--- src/rtl/wb_result_arbiter.sv ---
// Writeback arbiter: merges one unstallable pipeline result stream with held
// multi-cycle unit results, with branch squash and starvation bubble requests.
package wb_pkg;
  localparam int SQN_W = 7;

  typedef struct packed {
    logic             taken;
    logic [SQN_W-1:0] sqN;
  } BranchProv;

  typedef struct packed {
    logic             valid;
    logic [SQN_W-1:0] sqN;
    logic [4:0]       tagDst;
    logic [31:0]      result;
  } RES_UOp;

  // Younger than the branch (positive wrapped distance) means squashed.
  function automatic logic killed(BranchProv b, logic [SQN_W-1:0] sq);
    logic [SQN_W-1:0] d;
    d = sq - b.sqN;
    return b.taken && !d[SQN_W-1] && (d != '0);
  endfunction
endpackage

module wb_mc_lane
  import wb_pkg::*;
#(
  parameter int STARVE_LIM = 4
) (
  input  logic      clk,
  input  logic      rst,
  input  BranchProv branch,
  input  RES_UOp    uop,
  input  logic      grant,
  output logic      live,
  output logic      starved
);
  localparam logic [3:0] LIM = 4'(STARVE_LIM);

  logic [3:0] wait_cnt, wait_nxt;

  assign live = uop.valid && !killed(branch, uop.sqN);

  always_comb begin
    wait_nxt = '0;
    if (live && !grant) wait_nxt = (wait_cnt == LIM) ? LIM : wait_cnt + 4'd1;
  end

  assign starved = (wait_nxt == LIM);

  always_ff @(posedge clk) begin
    if (!rst) wait_cnt <= '0;
    else      wait_cnt <= wait_nxt;
  end
endmodule

module wb_result_arbiter
  import wb_pkg::*;
#(
  parameter int NUM_MC     = 2,
  parameter int STARVE_LIM = 4
) (
  input  logic              clk,
  input  logic              rst,
  input  BranchProv         IN_branch,
  input  RES_UOp            IN_pipeUop,
  input  RES_UOp            IN_mcUops [NUM_MC],
  output logic [NUM_MC-1:0] OUT_wbAvail,
  output logic              OUT_stallPipe,
  output RES_UOp            OUT_uop
);
  localparam int PTR_W = (NUM_MC > 1) ? $clog2(NUM_MC) : 1;

  logic [PTR_W-1:0]  rr_ptr, g_idx, rr_nxt;
  logic [NUM_MC-1:0] mc_live, starved, grant;
  logic              pipe_live, found;
  int                idx;

  assign pipe_live = IN_pipeUop.valid && !killed(IN_branch, IN_pipeUop.sqN);

  always_comb begin
    grant = '0;
    g_idx = '0;
    found = 1'b0;
    idx   = 0;
    if (!pipe_live) begin
      for (int k = 0; k < NUM_MC; k++) begin
        idx = (int'(rr_ptr) + k) % NUM_MC;
        if (!found && mc_live[idx]) begin
          found      = 1'b1;
          grant[idx] = 1'b1;
          g_idx      = PTR_W'(idx);
        end
      end
    end
    rr_nxt = (int'(g_idx) == NUM_MC - 1) ? '0 : g_idx + PTR_W'(1);
  end

  // Held during reset so no source retires a result that nobody captured.
  assign OUT_wbAvail = rst ? grant : '0;

  for (genvar i = 0; i < NUM_MC; i++) begin : g_lane
    wb_mc_lane #(.STARVE_LIM(STARVE_LIM)) u_lane (
      .clk     (clk),
      .rst     (rst),
      .branch  (IN_branch),
      .uop     (IN_mcUops[i]),
      .grant   (OUT_wbAvail[i]),
      .live    (mc_live[i]),
      .starved (starved[i])
    );
  end

  always_ff @(posedge clk) begin
    if (!rst) begin
      OUT_uop       <= '0;
      OUT_stallPipe <= 1'b0;
      rr_ptr        <= '0;
    end else begin
      OUT_stallPipe <= |starved;
      if (pipe_live) begin
        OUT_uop <= IN_pipeUop;
      end else if (found) begin
        OUT_uop <= IN_mcUops[g_idx];
        rr_ptr  <= rr_nxt;
      end else begin
        OUT_uop.valid <= 1'b0;
      end
    end
  end
endmodule

--- config.mk ---
export PLATFORM = sky130hd
export DESIGN_NAME = wb_result_arbiter
export DESIGN_NICKNAME = d
export VERILOG_FILES = /design/src/rtl/wb_result_arbiter.sv
export SDC_FILE = /design/constraint.sdc
export NUM_CORES = 1
export LEC_CHECK = 0
export ABC_AREA = 1
export CORE_MARGIN = 3
export CORE_UTILIZATION = 41
export CTS_BUF_LIST = sky130_fd_sc_hd__clkbuf_2
export CTS_CLUSTER_SIZE = 12
export DETAILED_ROUTE_END_ITERATION = 10
export GPL_ROUTABILITY_DRIVEN = 0
export PLACE_DENSITY = 0.78
export REMOVE_ABC_BUFFERS = 1
export SLEW_MARGIN = 20
export SYNTH_ARGS = -nofsm -noshare
export SYNTH_HDL_FRONTEND = slang
export SYNTH_SLANG_ARGS = --single-unit
--- constraint.sdc ---
create_clock -name clk -period 2.99 [get_ports clk]
set_input_delay 0.598 -clock clk [delete_from_list [all_inputs] [get_ports clk]]
set_output_delay 0.598 -clock clk [all_outputs]
set_load 0.01 [all_outputs]
==> impl_metrics.ini <==
[critical_path]
required_ps = 2390
end_kind = output pin
start_kind = primary input
arrival_ps = 2720
r2r_start = rr_ptr
worstSetupPathType = primary input to output pin
crit_fanout = 6
crit_start = IN_mcUops[84]

[yosys]
yosysSeqAreaShare_pct = 23.8
yosysWarnings = 0
synth_area_mm2 = 0.00463
synth_area_leaders = dfxtp_1, nand2_1, inv_1
ys_seq_elements = 55
synth_top_area_share_pct = 23.8
yosysMostFrequentCell = nand2_1
synth_edf_count = 0
synthFlopType = dfxtp_1
yosysTopAreaCell = dfxtp_1
synth.avg_cell_area_um2 = 5.90
ys_types = 30
netlist_top_cells_count = nand2_1, inv_1, nand3_1, a21oi_1, dfxtp_1
synthArstFlopShare_pct = 0
synth_cells = 785

[final_layout]
fin_area_mm2 = 0.00769
drive_gt1_share_pct = 18.7
area_growth_pct = 65.9
fin_nets = 1212
utilization_pct = 70.3
final_cells = 1184

[global_route]
grt_overflow = 0
grt_pass1_vias = 5992
grt_start_max_net_pins = 49
grt_first_pass_wirelength_um = 30100
grt_antenna_before_repair = 1
grt_usage_pct = 29.4

[floorplanning]
start_util_pct = 42.4
std_cell_rows = 38
core_mm2 = 0.0109
die_width_um = 112
io_pins = 193
die_height_um = 112
die-area_mm2 = 0.0126

[routing]
dr.pass1.iters = 7
drt-initial-drc-count = 702
drt.antenna.violating_nets = 0
vias = 6161
drc = 0
wl_per_cell_um = 17.1
finalWirelength_um = 20300
viasPerCell = 5.20

[placed_design]
placed_area_mm2 = 0.00686
dp.cells = 1123
port_buffers = 192
dp.final_hpwl_um = 11700

[sta]
rsz0062_at_grt = yes
worst_slew_pin_slew_ps = 565
setup_slack_ps = -331
finalClockSkew_ps = 32.7
fmax_mhz = 301
drv_slew = 0
relSlewSlack_pct = 62.3
timing.hold.ws_ps = 495
setup_violations = 6
hold_violations = 0
layout_min_cycle_time_ps = 3320
finalCritPeriodShare_pct = 111

[pwr]
power_frac_comb_pct = 53.1
p_leak_nw = 3.83
power_switching_mw = 1.02
power_density_mw_per_mm2 = 332
sequentialPowerShare_pct = 33.4
pwr-share-clk_pct = 13.4
swShare_pct = 40.0
vdd_drop_max_v = 0.000195
totalPowerFinal_mw = 2.55
intPower_mw = 1.53

[clock_network]
htree_levels = 2
clkTransAtPathRegs_ps = 340
cts_tree = yes
cts.root.buffer_cell = clkbuf_2
cts.path.max_buffers = 2
numCtsBuffers = 5
clk_latency_ps = 490
cts.sinks = 55

[job]
max-cap-violations = 0

[worst_hold_path]
hold_start = IN_mcUops[86]
hp-class = primary input to register

[status]
violations = negative setup slack
status = complete, but fails checks
power groups by stage:
stage	combinational [mW]	sequential (mW)	clock, mW
finish	1.36	0.854	0.342
global route	1.46	0.866	0.372
global placement	1.11	0.863	0
CTS	1.23	0.853	0.348
detailed placement	1.12	0.866	0
floorplan	0.495	0.901	0
metal layers:
metal | share of wire, % | up-vias | track usage, %
li1 | - | 2939 | -
met4 | 6.1 | 0 | 17.5
met5 | 0 | - | 0
met3 | 9.8 | 118 | 7.65
met2 | 48 | 402 | 49.1
met1 | 37 | 2702 | 33.6
cell usage in the layout, fill, tap and decap left out, types with 2 or more instances in the layout:
cell               n
clkbuf_2           5
ha_1               7
nand4_1           24
fa_2               3
inv_4              6
buf_12             2
nor2_4             5
nand2_1          178
dlygate4sd2_1     15
nand3_4            3
nand3_2            8
dfxtp_1           55
and2_0             3
buf_6              7
nor3_1             5
buf_2              2
nand2_4            3
a21oi_1           52
ha_4              15
buf_4             92
a21oi_2            5
nand3_1          104
and2_1            16
inv_1            162
nor2_2            10
a21oi_4            3
inv_2              8
nor2_1            27
nand2_2           11
xor2_1             2
buf_8              2
o21ai_0           25
clkdlybuf4s50_1  168
sequential cells by signal (all words and copies together) (netlist names):
signal                  flops
rr_ptr                      1
OUT_uop                    45
g_lane.u_lane.wait_cnt      8
OUT_stallPipe               1
final timing paths:
check	end	slack, ps	cells after the start
worst max register to register	OUT_stallPipe	1080	13
worst min register to register	g_lane[1].u_lane.wait_cnt[0]	510	1
worst min-delay path	OUT_uop[41]	490	5
worst max-delay path	OUT_wbAvail[0]	-330	16
critical path, cell delays in order:
cell,delay (ps)
dlygate4sd2_1,380
ha_4,290
nand2_1,80
nand2_1,90
inv_1,100
nand2_1,60
nand2_1,80
nand3_1,100
nor2_1,150
nand2_1,80
nand2_2,150
nand2_4,80
a21oi_4,170
nand3_2,100
inv_2,100
buf_6,100
logic make-up (layout without fill, tap and decap cells):
group / count (synthesis) / after routing / synth area share (%)
AO/OA/AOI/OAI: 86 / 86 / 9.83
XOR/XNOR: 3 / 3 / 0.567
adder cells (fa/ha/maj): 25 / 25 / 7.24
flip-flops: 55 / 55 / 23.8
AND/OR/NAND/NOR: 399 / 399 / 39.0
other: 0 / 1 / 0
buffers and inverters: 217 / 475 / 19.6
final cells by class:
cell class	count	area, µm²
tap	140	175
timing repair buffer	290	2690
sequential	55	1100
antenna	1	2.50
fill	903	3250
multi-input combinational	513	3000
inverter	177	679
clock buffer	5	25.0
clock inverter	3	23.8
stage by stage:
stage / setup slack (ps) / setup TNS (ps)
final: -331 / -783
after global routing: -434 / -3860
after CTS: -37.1 / -56.7
after detailed placement: -960 / -32240
after global placement: -902 / -30290
after floorplan: -924 / -17130
repair_timing:
| action | 4_1_cts | 5_1_grt |
|---|---|---|
| setup buffers | 55 | 1 |
| pin swaps | 31 | 23 |
| gates resized for setup | 99 | 43 |
| hold buffers | 0 | 0 |
| setup endpoints to repair | 46 | 7 |
Power figures use the tool's default switching activity.
